--- config.mk ---
export PLATFORM = sky130hd
export DESIGN_NAME = tt_sweep_reader
export DESIGN_NICKNAME = d
export VERILOG_FILES = /design/src/rtl/tt_sweep_reader.sv
export SDC_FILE = /design/constraint.sdc
export NUM_CORES = 1
export LEC_CHECK = 0
export CELL_PAD_IN_SITES_DETAIL_PLACEMENT = 1
export CELL_PAD_IN_SITES_GLOBAL_PLACEMENT = 1
export CORE_UTILIZATION = 39
export CTS_CLUSTER_SIZE = 8
export DETAILED_ROUTE_END_ITERATION = 12
export HOLD_SLACK_MARGIN = 0.08
export PLACE_DENSITY = 0.89
export SLEW_MARGIN = 10
export SYNTH_ARGS = -nofsm -noshare
export SYNTH_HDL_FRONTEND = slang
export SYNTH_SLANG_ARGS = --single-unit
--- constraint.sdc ---
create_clock -name clk -period 3.2 [get_ports clk]
set_input_delay 0.64 -clock clk [delete_from_list [all_inputs] [get_ports clk]]
set_output_delay 0.64 -clock clk [all_outputs]
set_load 0.01 [all_outputs]
--- src/rtl/tt_sweep_reader.sv ---
// Truth-table sweep reader: drives every input vector of a small combinational network, samples its output.
// Optional onset counter enabled by defining TT_ONSET_COUNT_EN.
module tt_sweep_reader #(
   parameter int NUM_INPUTS = 6,
   parameter int SETTLE     = 2
) (
   input  logic                         clk,
   input  logic                         rst,
   input  logic                         start,
   output logic                         busy,
   output logic [NUM_INPUTS-1:0]        x_out,
   input  logic                         y_in,
   output logic [(1<<NUM_INPUTS)-1:0]   tt,
   output logic                         tt_valid,
   input  logic                         tt_ready
`ifdef TT_ONSET_COUNT_EN
   ,
   output logic [NUM_INPUTS:0]          onset_count
`endif
);

   localparam int                    TT_W       = 1 << NUM_INPUTS;
   localparam logic [7:0]            SETTLE_CNT = 8'(SETTLE);
   localparam logic [NUM_INPUTS-1:0] X_LAST     = '1;
   localparam logic [NUM_INPUTS-1:0] X_ONE      = NUM_INPUTS'(1);

   typedef enum logic [1:0] {
      ST_IDLE,
      ST_SWEEP,
      ST_DONE
   } state_t;

   state_t                  state_q, state_d;
   logic [NUM_INPUTS-1:0]   x_q, x_d;
   logic [7:0]              cnt_q, cnt_d;
   logic [TT_W-1:0]         tt_q, tt_d;
`ifdef TT_ONSET_COUNT_EN
   localparam logic [NUM_INPUTS:0] ONSET_ONE = (NUM_INPUTS+1)'(1);
   logic [NUM_INPUTS:0]     onset_q, onset_d;
`endif

   // NOTE: every variable gets its hold value first so no path through the case leaves one unassigned (no latch).
   always_comb begin
      state_d = state_q;
      x_d     = x_q;
      cnt_d   = cnt_q;
      tt_d    = tt_q;
`ifdef TT_ONSET_COUNT_EN
      onset_d = onset_q;
`endif
      case (state_q)
         ST_IDLE: begin
            if (start) begin
               state_d = ST_SWEEP;
               x_d     = '0;
               cnt_d   = SETTLE_CNT;
               tt_d    = '0;
`ifdef TT_ONSET_COUNT_EN
               onset_d = '0;
`endif
            end
         end
         ST_SWEEP: begin
            if (cnt_q != 8'd0) begin
               cnt_d = cnt_q - 8'd1;
            end else begin
               tt_d[x_q] = y_in;
`ifdef TT_ONSET_COUNT_EN
               if (y_in) onset_d = onset_q + ONSET_ONE;
`endif
               // The index terminates at all-ones instead of rolling over to 0.
               if (x_q == X_LAST) begin
                  state_d = ST_DONE;
               end else begin
                  x_d   = x_q + X_ONE;
                  cnt_d = SETTLE_CNT;
               end
            end
         end
         ST_DONE: begin
            if (tt_ready) state_d = ST_IDLE;
         end
         default: state_d = ST_IDLE;
      endcase
   end

   // NOTE: sequential state uses non-blocking assignments so all flops update together on the edge.
   always_ff @(posedge clk or posedge rst) begin
      if (rst) begin
         state_q <= ST_IDLE;
         x_q     <= '0;
         cnt_q   <= 8'd0;
         tt_q    <= '0;
`ifdef TT_ONSET_COUNT_EN
         onset_q <= '0;
`endif
      end else begin
         state_q <= state_d;
         x_q     <= x_d;
         cnt_q   <= cnt_d;
         tt_q    <= tt_d;
`ifdef TT_ONSET_COUNT_EN
         onset_q <= onset_d;
`endif
      end
   end

   assign busy     = (state_q != ST_IDLE);
   assign tt_valid = (state_q == ST_DONE);
   assign x_out    = x_q;
   assign tt       = tt_q;
`ifdef TT_ONSET_COUNT_EN
   assign onset_count = onset_q;
`endif

endmodule

== Yosys cells after proc, flatten, opt, wreduce, memory -nomap -nowiden ==
Index checks and enable logic that the tools add are counted.

* Input bits: 5
* Register bits after elaboration: 80

* Eq/ne operators: 9
* Muxes and demuxes: 19
* Reduce and logical (&&, ||, !) cells: 9
* Add/sub/neg operators: 2
* Order comparisons: 2

{| class="wikitable"
|+ Operator list
! kind !! number
|-
| $mux 64 || 2
|-
| $pmux 64 s2 || 1
|-
| $bwmux 64 || 1
|-
| $mux 8 || 3
|-
| $mux 6 || 3
|-
| $pmux 8 s2 || 1
|-
| $pmux 6 s2 || 1
|-
| $mux 2 || 4
|-
| $ne 2x2->1 const B || 4
|-
| $reduce_and 4->1 || 2
|-
| $reduce_bool 8->1 || 1
|-
| $sub 8x1->8 const B || 1
|-
| $lt 6x7->1 const B || 1
|-
| $add 6x1->6 const B || 1
|-
| $demux 1 s6 || 1
|-
| $eq 6x6->1 const B || 1
|-
| $ge 6x1->1 const B || 1
|-
| $pmux 2 s3 || 1
|-
| $reduce_and 3->1 || 2
|-
| $reduce_bool 2->1 || 2
|-
| $ne 3x3->1 const B || 1
|-
| $eq 2x1->1 const B || 1
|-
| $eq 2x2->1 const B || 1
|-
| $logic_not 2->1 || 1
|-
| other kinds (3) || 3
|}

== Logic depth before layout (Yosys ltp) ==
Gate-level depths: netlist (run 1).

* Depth in word-level cells: 7
* Gate-level depth with buffers: 8
* Gate-level depth less buffers: 6

== Least setup slack after synthesis (run 1) ==
OpenSTA, ideal clock, no wires.

* Kind: flip-flop to flip-flop
* Start: register cnt_q[0]
* End: register x_q[0] (netlist: x_out[0])
* Period minus slack after synthesis: 2.248 ns
* Path buffers: 1
* Cell stages (with the launch flop): 8
* Slack: 0.952 ns
* Required time: 3.075 ns
* Arrival: 2.123 ns
* Cells stage by stage: dfrtp_1 inv_1 ha_1 or3b_2 o31a_1 buf_6 nor2_1 mux2_2

* Longest elaborated chain between the ends: 3

{| class="wikitable"
|+ Ends and longest elaborated chain
! what !! RTL line !! RTL
|-
| from (decl) || 35 || <nowiki>logic [7:0] cnt_q, cnt_d;</nowiki>
|-
| from (signal assigned) || 100 || <nowiki>cnt_q <= cnt_d;</nowiki>
|-
| $reduce_bool 8->1 || 64 || <nowiki>if (cnt_q != 8'd0) begin</nowiki>
|-
| $ne 2x2->1 (no line) || n/a ||
|-
| $reduce_and 4->1 (no line) || n/a ||
|-
| to (signal assigned) || 91 || <nowiki>x_q <= '0;</nowiki>
|-
| to (signal assigned) || 99 || <nowiki>x_q <= x_d;</nowiki>
|-
| to (decl) || 34 || <nowiki>logic [NUM_INPUTS-1:0] x_q, x_d;</nowiki>
|}

Every way passes these cells.
A chain may end at the register's enable or synchronous reset.

== Worst setup path after layout (run 1) ==
Same ends and word-level chain as after synthesis.

==> run summary, run 1 <==
Max Slew Vio Count: 0
Slowest-stage cell, CP: or3b_2
Synth Warn #: 0
top cell type's share of synthesized area: 51.9%
Clock Sinks: 80
routed length per instance: 21.2 um
WS Path Type: flip-flop to flip-flop
WL met1: 5450 um
Worst Setup Start Kind: flip-flop
Netlist cell types: 39
post-synthesis async set-or-reset flop share: 100%
synthesized area: 0.00386 sq mm
number of top-level pins: 77
CP Cell Sequence: inv_1 > ha_1 > or3b_2 > o31a_2 > nor2_1 > mux2_2
Main synth FF type: dfrtp_1
Reg power frac: 39.4%
Setup Buffers After CTS: 0
die height: 101 um
switching part of the total: 36.4%
# fillers: 1,073
cell internal pwr: 0.00205 W
Worst-Margin Slew: 0.950 ns
Initial Util: 41.0%
die width: 101 um
mean post-synth cell area: 9.18 sq um
vias in the first global route: 3,881
fmax: 405 MHz
Post-CTS Hold Buffers: 0
Clk pin slew, worst setup/hold paths: 0.09 ns
Vias per Instance: 5.99
post-synthesis sequential area ratio: 51.9%
Post-synth EDFFs: 0
H-Tree Depth: 3
wire length on met3: 724 um
CTS tree: done
Setup WS pre-CTS: 0.517 ns
CTS-repair resized insts: 0
Slowest Stage Delay on Critical Path: 0.51 ns
Power Density: 641 mW/mm^2
P&R area growth vs syn: 30.1%
min-delay worst type: flip-flop to flip-flop
first-pass GRT wire length: 20,700 um
combinational power share: 31.8%
CORE AREA: 0.00942 sq mm
Min Clock Period, post-route: 2.47 ns
worst endpoint required time: 3.45 ns
Detail Placement HPWL: 8480 um
Worst Skew: 0.0147 ns
Final Cycle Share: 77.1%
number of core rows: 35
Pre-Repair DR Iteration Count: 6
Pleak: 2.01 nW
met2 wire length: 6670 um
initial antenna violation count: 1
Post-Layout Cell Count: 622
Clk network pwr share: 28.8%
unrepaired setup endpoints after global routing: false
GP Congestion: 0.777
total grt overflow: 0
CP arrival: 2.72 ns
# setup viols final: 0
largest net degree at the start of global routing: 81
max_cap viols: 0
status: complete, no violations
CP Buf/Inv Count: 1
Clk Latency, worst-skew pair: 0.37 ns
Hold Vio Cnt, Final: 0
drt drc: 0
total wire length: 13,200 um
number of buffers added on ports: 76
Vias: 3,727
post-synth top area cell: dfrtp_1
setup tns final: 0 ns
CP Capture Type: flip-flop
Synth Net Count: 428
top layer in use: met4
PnR worst setup slack: 0.732 ns
fraction of final layout cells sized beyond drive strength 1: 9.15%
CTS Root Cell: clkbuf_8
crit-path max FO: 8
Die Area: 0.0103 sq mm
placed cell count: 605
worst ir drop on vdd: 0.264 mV
P_sw: 0.00117 W
post-route cell area: 0.00502 sq mm
area post-placement: 0.00477 sq mm
Crit path max-delay family: simple AND/OR/NAND/NOR gates
Tot GR Track Use: 27.1%
DRT antenna net count: 0
post-synthesis register bit count: 80
max_slew headroom: 36.5%
synthesized instance count: 420
Bufs on Longest Clock Path: 2
# nets final: 495
Synth area leaders: dfrtp_1, o21ai_0, a21oi_1
total CTS buffers: 9
drt initial violations: 198
## worst reg2reg max path, delay by kind of cell, from the launching register on
family                     cells  cell delay (ns)
adders and majority gates      1             0.16
DFF                            1             0.42
muxes                          1             0.39
AOI/OAI and AO/OA              1             0.37
buffers and inverters          1             0.09
and+or+nand+nor                2             0.93
## metrics by stage
stage	hold slack (ns)	utilization, %	power (W)
2_1_floorplan	0.473	-	0.00185
3_3_place_gp	0.491	50.7	0.00222
3_5_place_dp	0.509	50.7	0.00227
4_1_cts	0.528	53.3	0.00321
5_1_grt	0.563	53.3	0.00335
6_report	0.522	53.3	0.00322
## path summary, 6_finish.rpt
kind	depth (start not counted)	to	startpoint	slack (ns)
worst max-delay path	6	x_out[0]	cnt_q[0]	0.73
worst min-delay path	2	tt[40]	tt[40]	0.52
worst max register to register	6	x_out[0]	cnt_q[0]	0.73
worst min register to register	2	tt[40]	tt[40]	0.52
max in group asynchronous	3	tt[6]	rst	2.17
min in group asynchronous	3	tt[63]	rst	0.70
## power by group through the flow
stage,logic [W],registers [W],clock network [W]
2_1_floorplan,0.000600,0.00125,0
3_3_place_gp,0.000949,0.00127,0
3_5_place_dp,0.000995,0.00128,0
4_1_cts,0.00101,0.00126,0.000933
5_1_grt,0.00110,0.00128,0.000966
6_report,0.00102,0.00127,0.000927
## routing by layer
layer  up-vias  track usage [%]
li1       1684                -
met1      1859             34.8
met2       151             44.1
met3        33             4.97
met4         0             13.7
met5         -                0
## Yosys cell counts, types with 6 or more instances
master,number
o31ai_1,6
o21ai_1,8
a21oi_1,70
clkbuf_1,24
nand2_1,14
nor2_1,8
buf_1,10
dfrtp_1,80
nor3b_1,7
and3b_1,6
o21ai_0,125
## layout make-up
type | count | area (sq um) | area share (%)
timing repair buffer | 92 | 893 | 17.8
clock buffer | 10 | 128 | 2.54
multi-input combinational | 300 | 1700 | 33.9
sequential | 80 | 2000 | 39.9
tap | 129 | 161 | 3.22
antenna | 1 | 2.50 | 0.0499
inverter | 4 | 15.0 | 0.299
clock inverter | 6 | 116 | 2.32
## cell families after synthesis
group                    after synthesis  share of synthesized area [%]
AND/OR/NAND/NOR                       74                           12.2
AO/OA/AOI/OAI                        221                           30.2
adder cells (fa/ha/maj)                3                          0.973
flip-flops                            80                           51.9
buffers and inverters                 40                           4.12
multiplexers                           2                          0.584
## state kept, by name, indices dropped and copies added, names as in the netlist
signal,count
state_q,2
x_out,6
cnt_q,8
tt,64
## placed cells by master (no fill, tap or decap), types with 2 or more instances in the layout
master / n
inv_1: 3
o21a_1: 2
and3b_1: 6
mux2_2: 2
ha_1: 3
clkbuf_8: 9
o31ai_1: 6
nor2_1: 8
or3b_2: 4
or3_1: 2
o22a_1: 2
a21oi_1: 70
nor2b_1: 3
clkinv_4: 2
clkdlybuf4s50_1: 76
and3_1: 2
o21ai_0: 125
nand2_1: 14
or4_1: 5
nor3_1: 5
bufinv_16: 3
a41o_1: 2
nand3_1: 5
buf_4: 15
o21ai_1: 8
nor3b_1: 7
nand3b_1: 5
dfrtp_1: 80
Power figures use the tool's default switching activity.
==> run 2: changes to the inputs <==
==> constraint.sdc (replaced) <==
create_clock -name clk -period 2.3 [get_ports clk]
set_input_delay 0.46 -clock clk [delete_from_list [all_inputs] [get_ports clk]]
set_output_delay 0.46 -clock clk [all_outputs]
set_load 0.01 [all_outputs]
==> run summary, run 2 (synthesis results as in run 1) <==
Vias per Instance: 6.08
drt drc: 0
# setup viols final: 0
CP Capture Type: flip-flop
Worst Skew: 0.0118 ns
Worst Setup Start Kind: flip-flop
die width: 101 um
max_slew headroom: 53.9%
crit-path max FO: 7
Pleak: 2.10 nW
routed length per instance: 22.4 um
initial antenna violation count: 0
# fillers: 1,080
total wire length: 14,300 um
commonest non-fill, non-tap cell in the layout: o21ai_0
H-Tree Depth: 3
DRT antenna net count: 0
number of buffers added on ports: 76
diode count: 0
Pre-Repair DR Iteration Count: 5
CTS Root Cell: clkbuf_8
vias in the first global route: 4,075
Final Cycle Share: 98.6%
largest net degree at the start of global routing: 68
Vias: 3,882
post-layout util: 55.0%
Tot GR Track Use: 28.9%
fraction of final layout cells sized beyond drive strength 1: 13.4%
total grt overflow: 0
Clk pin slew, worst setup/hold paths: 0.09 ns
Power Density: 859 mW/mm^2
Min Clock Period, post-route: 2.27 ns
Setup WS pre-CTS: -0.105 ns
fmax: 441 MHz
PnR worst setup slack: 0.0320 ns
CORE AREA: 0.00942 sq mm
min-delay worst type: flip-flop to flip-flop
Initial Util: 41.0%
setup tns final: 0 ns
total CTS buffers: 9
commonest non-fill, non-tap cells in the layout: o21ai_0, dfrtp_1, clkdlybuf4s50_1
number of core rows: 35
number of top-level pins: 77
max_cap viols: 0
status: complete, no violations
# nets final: 512
Worst-Margin Slew: 0.692 ns
Hold Vio Cnt, Final: 0
CTS tree: done
Post-Layout Cell Count: 638
GP Congestion: 0.827
WS Path Type: flip-flop to flip-flop
first-pass GRT wire length: 22,100 um
Detail Placement HPWL: 9410 um
die height: 101 um
placed cell count: 621
Clk Latency, worst-skew pair: 0.37 ns
worst endpoint required time: 2.59 ns
drt initial violations: 213
Clock Sinks: 80
Setup Buffers After CTS: 0
CP arrival: 2.56 ns
P&R area growth vs syn: 34.2%
max reg flops: 64
Die Area: 0.0103 sq mm
worst ir drop on vdd: 0.410 mV
Max Slew Vio Count: 0
Post-CTS Hold Buffers: 0
Bufs on Longest Clock Path: 2
[run 2: cell count changes in the layout (fill, tap and decap cells not counted), sizes merged]
cell,before,now
diode,1,0
bufinv,3,1
buf,16,33
clkinvlp,0,2
[run 2: worst paths after layout]
path	endpoint	depth (start not counted)	from	slack, ns
max	x_out[3]	4	cnt_q[2]	0.03
max in group asynchronous	cnt_q[1]	3	rst	1.25
min	tt[54]	2	tt[54]	0.52
min in group asynchronous	tt[46]	2	rst	0.53
min reg2reg	tt[54]	2	tt[54]	0.52
max reg2reg	x_out[3]	4	cnt_q[2]	0.03
[run 2: cell type report]
class	instances	area, sq um	share of cell area (%)
Sequential cell	80	2000	38.7
Multi-Input combinational cell	300	1740	33.7
Timing Repair Buffer	109	1040	20.1
Tap cell	129	161	3.12
Clock buffer	10	138	2.66
Clock inverter	6	75.1	1.45
Inverter	4	18.8	0.363
[run 2: stage by stage]
stage / power [W] / instance area (sq um) / hold WS (ns)
floorplan: 0.00257 / 3860 / 0.473
global placement: 0.00314 / 4910 / 0.493
detailed placement: 0.00324 / 4910 / 0.503
CTS: 0.00439 / 5130 / 0.527
global route: 0.00465 / 5170 / 0.562
finish: 0.00445 / 5170 / 0.520
[run 2: worst max-delay path: stages, from the launching register on]
cell and delay (ns):
dfrtp_1 0.44, or4_4 0.64, o31a_4 0.40, or4_1 0.54, a21oi_1 0.18
[run 2: per-layer routing]
metal | wire (um) | vias up | GRT usage [%]
li1 | - | 1708 | -
met1 | 5740 | 1991 | 35.7
met2 | 7280 | 150 | 49.7
met3 | 808 | 33 | 3.59
met4 | 452 | 0 | 15.3
met5 | 0 | - | 0
[run 2: power by group]
group / total [W] / switching [W] / internal (W)
registers: 0.00179 / 0.000232 / 0.00156
clock network: 0.00113 / 0.000581 / 0.000546
logic: 0.00153 / 0.000899 / 0.000629
[run 2: timing repair]
action                                  in CTS  in global routing
cloned                                       0                  1
endpoints found under the setup margin       4                 47
gates resized for setup                      5                 19
pin swaps                                    0                  1
